`config.mk`:
```
export PLATFORM = sky130hd
export DESIGN_NAME = bcd_counter_ctrl
export DESIGN_NICKNAME = d
export VERILOG_FILES = /design/src/rtl/bcd_counter_ctrl.sv
export SDC_FILE = /design/constraint.sdc
export NUM_CORES = 1
export LEC_CHECK = 0
export CAP_MARGIN = 20
export CORE_ASPECT_RATIO = 0.9
export CORE_MARGIN = 2
export CORE_UTILIZATION = 50
export DETAILED_ROUTE_END_ITERATION = 10
export PLACE_DENSITY = 0.77
export RECOVER_POWER = 100
export SLEW_MARGIN = 20
export SYNTH_ARGS = -nofsm -noshare
export SYNTH_HDL_FRONTEND = slang
export SYNTH_SLANG_ARGS = --single-unit
export TNS_END_PERCENT = 5
```
`constraint.sdc`:
```
create_clock -name clk -period 2.8 [get_ports clk]
set_clock_uncertainty 0.1 [all_clocks]
set_input_delay 0.7 -clock clk [delete_from_list [all_inputs] [get_ports clk]]
set_output_delay 0.7 -clock clk [all_outputs]
set_load 0.01 [all_outputs]
```
`src/rtl/bcd_counter_ctrl.sv`:
```
// Run/pause/clear sequencer and two-digit display scanner for a 00-99 BCD counter.
// Buttons are synchronised and edge-detected; all outputs are registered.
module bcd_counter_ctrl #(
    parameter int TICK_DIV = 1000,
    parameter int SCAN_DIV = 100
) (
    input  logic       clk,
    input  logic       rst,
    input  logic       start_btn,
    input  logic       stop_btn,
    input  logic       clr_btn,
    input  logic       at_max,
    input  logic [6:0] seg_lo,
    input  logic [6:0] seg_hi,
    output logic       cnt_en,
    output logic       cnt_clr,
    output logic [6:0] seg,
    output logic [1:0] dig_sel,
    output logic       running,
    output logic [1:0] state_dbg
);

    localparam int PW = (TICK_DIV > 1) ? $clog2(TICK_DIV) : 1;
    localparam int SW = (SCAN_DIV > 1) ? $clog2(SCAN_DIV) : 1;
    localparam logic [PW-1:0] PRESC_LAST = PW'(TICK_DIV - 1);
    localparam logic [PW-1:0] PRESC_ONE  = PW'(1);
    localparam logic [SW-1:0] SCAN_LAST  = SW'(SCAN_DIV - 1);
    localparam logic [SW-1:0] SCAN_ONE   = SW'(1);

    typedef enum logic [1:0] {
        IDLE  = 2'd0,
        RUN   = 2'd1,
        PAUSE = 2'd2,
        DONE  = 2'd3
    } state_t;

    state_t        state, state_next;
    logic [PW-1:0] presc, presc_next;
    logic          en_next, clr_next;
    logic [2:0]    sync1, sync2, btn_prev, btn_rise;
    logic          evt_start, evt_stop, evt_clr, tick;
    logic [SW-1:0] scan_cnt;
    logic [1:0]    dig_next;

    // Bit order {clr, stop, start}; btn_rise is registered so a press acts three edges after first sample.
    always_ff @(posedge clk or negedge rst) begin
        if (!rst) begin
            sync1    <= '0;
            sync2    <= '0;
            btn_prev <= '0;
            btn_rise <= '0;
        end else begin
            sync1    <= {clr_btn, stop_btn, start_btn};
            sync2    <= sync1;
            btn_prev <= sync2;
            btn_rise <= sync2 & ~btn_prev;
        end
    end

    // Only the highest-priority event of a cycle survives, even if the state then ignores it.
    assign evt_clr   = btn_rise[2];
    assign evt_stop  = btn_rise[1] & ~btn_rise[2];
    assign evt_start = btn_rise[0] & ~btn_rise[1] & ~btn_rise[2];
    assign tick      = (presc == PRESC_LAST);

    always_comb begin
        state_next = state;
        presc_next = presc;
        en_next    = 1'b0;
        clr_next   = 1'b0;
        case (state)
            IDLE, PAUSE: begin
                if (evt_clr) begin
                    state_next = IDLE;
                    clr_next   = 1'b1;
                end else if (evt_start) begin
                    state_next = RUN;
                    presc_next = '0;
                end
            end
            RUN: begin
                if (evt_clr) begin
                    state_next = IDLE;
                    clr_next   = 1'b1;
                    presc_next = '0;
                end else if (evt_stop) begin
                    state_next = PAUSE;
                end else begin
                    presc_next = tick ? '0 : presc + PRESC_ONE;
                    if (tick) begin
                        if (at_max) state_next = DONE;
                        else        en_next    = 1'b1;
                    end
                end
            end
            DONE: begin
                if (evt_clr) begin
                    state_next = IDLE;
                    clr_next   = 1'b1;
                end
            end
            default: state_next = IDLE;
        endcase
    end

    always_ff @(posedge clk or negedge rst) begin
        if (!rst) begin
            state   <= IDLE;
            presc   <= '0;
            cnt_en  <= 1'b0;
            cnt_clr <= 1'b0;
            running <= 1'b0;
        end else begin
            state   <= state_next;
            presc   <= presc_next;
            cnt_en  <= en_next;
            cnt_clr <= clr_next;
            running <= (state_next == RUN);
        end
    end

    assign state_dbg = state;

    // seg follows the digit that will be selected after this edge, so bus and enable always agree.
    assign dig_next = (scan_cnt == SCAN_LAST) ? {dig_sel[0], dig_sel[1]} : dig_sel;

    always_ff @(posedge clk or negedge rst) begin
        if (!rst) begin
            scan_cnt <= '0;
            dig_sel  <= 2'b01;
            seg      <= 7'b0000000;
        end else begin
            scan_cnt <= (scan_cnt == SCAN_LAST) ? '0 : scan_cnt + SCAN_ONE;
            dig_sel  <= dig_next;
            seg      <= (dig_next == 2'b01) ? seg_lo : seg_hi;
        end
    end

endmodule

```
==> run metrics <==
status complete, no violations; relative max-transition margin ~33%; flip-flop and latch count after synthesis between 40 and 50; initial drt markers 92; I/O Buffers 33; I/O pins 34; most frequent cells in the layout dfrtp_1 (42), dlygate4sd3_1 (17), clkdlybuf4s50_1 (15); htree depth 2; worst path cell trace dlygate4sd3_1; Post-DRT Antenna Nets 0; data arrival time of the worst path roughly 1.5 ns; die extent in x approximately 67 um; Synth area leader dfrtp_1; LEAKAGE about 0.00097 uW; # rows 20; Worst Hold Slack 0.250 ns; library cells used by synthesis 38; clock buffer depth 2; Pins Over Slew Limit 0; vias in the first global route roughly 1,200; fin cells 229; crit path launch type flop; WL final 3.12 mm; Ant. Diodes 0; Worst IR Drop VDD between 0.3 and 0.4 mV; maxcap violations 0; largest net degree at the start of global routing 44; crit-path max FO 5; Via-to-Cell Ratio between 5 and 6; area share of the largest cell type after synthesis 59.7%; syn nets approximately 170; via count roughly 1,200; slowest CP cell dlygate4sd3_1; worst skew pair latency about 0.3 ns; slowest stage delay, CP 0.61 ns; post-synthesis async set-or-reset flop share 100%; Post-CTS Setup Bufs 0; post-synthesis sequential area ratio slightly above 60%; fmax 441 MHz; Critical Path RT ~2.0 ns; Final period util 80.9%; crit path buf inv count 1; total global-route track usage 18.4%; Top delay family on crit path buffers and inverters; clk slew on worst S/H paths around 0.08 ns; syn avg cell area 12.1 um2; Hold Crit Class reg -> reg; initial core utilization a little over half; Inserted Clock Buffers 5; final setup fails 0; Setup TNS Final 0 ns; DP HPWL between 2 and 2.5 mm; commonest non-fill, non-tap cell in the layout dfrtp_1; Final Hold Fails 0; Syn. warnings 0; Layout area overhead 27.5%; Area contributors post-synth dfrtp_1 (60%), mux2_2 (4.5%), nand3_1 (2.6%), nor2_1 (2.6%), xnor2_1 (2.5%); post-route cell area between 2000 and 2500 um2; P per Cell Area 569 nW/um2; post-layout net count around 200; DR WL/cell approximately 14 um; worst slew pin tran just over 1 ns; CTS resizes 0; final core utilization 66.5%; Placer Congestion between 0.9 and 1; Inst Count DP 221; Post-DP Area between 2000 and 2500 um2; remaining global-route overflow 0; clock tree from TritonCTS yes; layout cells sized above 1 10.8%; Post-Syn Area 1760 um2; CTS Root Buffer Type clkbuf_8; core area 3380 um2; First-pass DRT Iterations 4; cts hold-fix bufs 0; die height approximately 60 um; Setup CP Type reg -> out; Cells after Synth approximately 150; DRC violations left 0; RSZ-0062 raised after global routing false; CTS sink cnt 43; Post-synth EDFFs 0; Die Area 4010 um2; ys flop type dfrtp_1; Final Critical Period 2.27 ns; initial antenna violation count 0; first-pass GRT wire length around 5.4 mm; CP Capture Type output pin
-- worst paths after layout --
| check | startpoint | to | slack, ns | depth (start not counted) |
|---|---|---|---|---|
| setup / recovery | dig_sel[0] | dig_sel[0] | 0.53 | 1 |
| hold / removal | sync1[1] | sync2[1] | 0.25 | 0 |
| setup reg to reg | scan_cnt[2] | seg[5] | 0.59 | 4 |
| hold reg to reg | sync1[1] | sync2[1] | 0.25 | 0 |
| max in group asynchronous | rst | btn_prev[0] | 1.52 | 1 |
| min in group asynchronous | rst | presc[3] | 0.45 | 1 |
-- power by group --
group / leakage, uW / switching (uW) / internal (uW)
Clock: 0.0000612 / 211 / 288
Combinational: 0.000370 / 55.3 / 58.1
Sequential: 0.000538 / 17.4 / 648
-- layout make-up --
type / instances / area [um2]
Timing Repair Buffer: 33 / 325
Sequential cell: 43 / 1080
Fill cell: 258 / 1130
Tap cell: 44 / 55.1
Clock inverter: 2 / 35.0
Clock buffer: 6 / 82.6
Multi-Input combinational cell: 101 / 671
-- Yosys cell counts (all sizes together), types with 3 or more instances --
master and n:
nand3 9, mux2 7, a211oi 4, xnor2 5
nand2 10, dfrtp 42, and3 5, nor2 12
o31ai 4, nor2b 6, or4 3, a21oi 6
o21ai 3, nand2b 3
-- state kept, by name, indices dropped and copies added, names as in the netlist, 2 cells and up --
signal	cells
seg	7
scan_cnt	7
sync1	3
btn_rise	3
btn_prev	3
sync2	3
state_dbg	2
presc	10
dig_sel	2
-- per-layer routing --
| metal | global-route usage, % | vias to the layer above | wire [um] |
|---|---|---|---|
| li1 | - | 604 | - |
| met3 | 4.52 | 8 | 104 |
| met2 | 29.7 | 16 | 1580 |
| met4 | 10.5 | 0 | 77 |
| met1 | 22.9 | 606 | 1360 |
| met5 | 0 | - | 0 |
-- cells by family (layout without fill, tap and decap cells) --
| kind of cell | Yosys count | after routing | synth area share (%) |
|---|---|---|---|
| buffers and inverters | 2 | 41 | 0.639 |
| xor gates and xnor gates | 6 | 6 | 2.98 |
| muxes | 9 | 9 | 6.32 |
| DFF | 43 | 43 | 61.2 |
| and+or+nand+nor | 61 | 61 | 18.8 |
| AOI/OAI and AO/OA | 23 | 23 | 8.74 |
| adders and majority gates | 2 | 2 | 1.42 |
-- stage by stage --
stage / setup slack, ns / power [uW]
after CTS: 0.583 / 1300
after floorplan: 0.840 / 729
after global placement: 0.680 / 794
after global routing: 0.398 / 1330
after detailed placement: 0.608 / 799
final: 0.534 / 1280
Note: power is estimated with default switching activity, not from simulation.
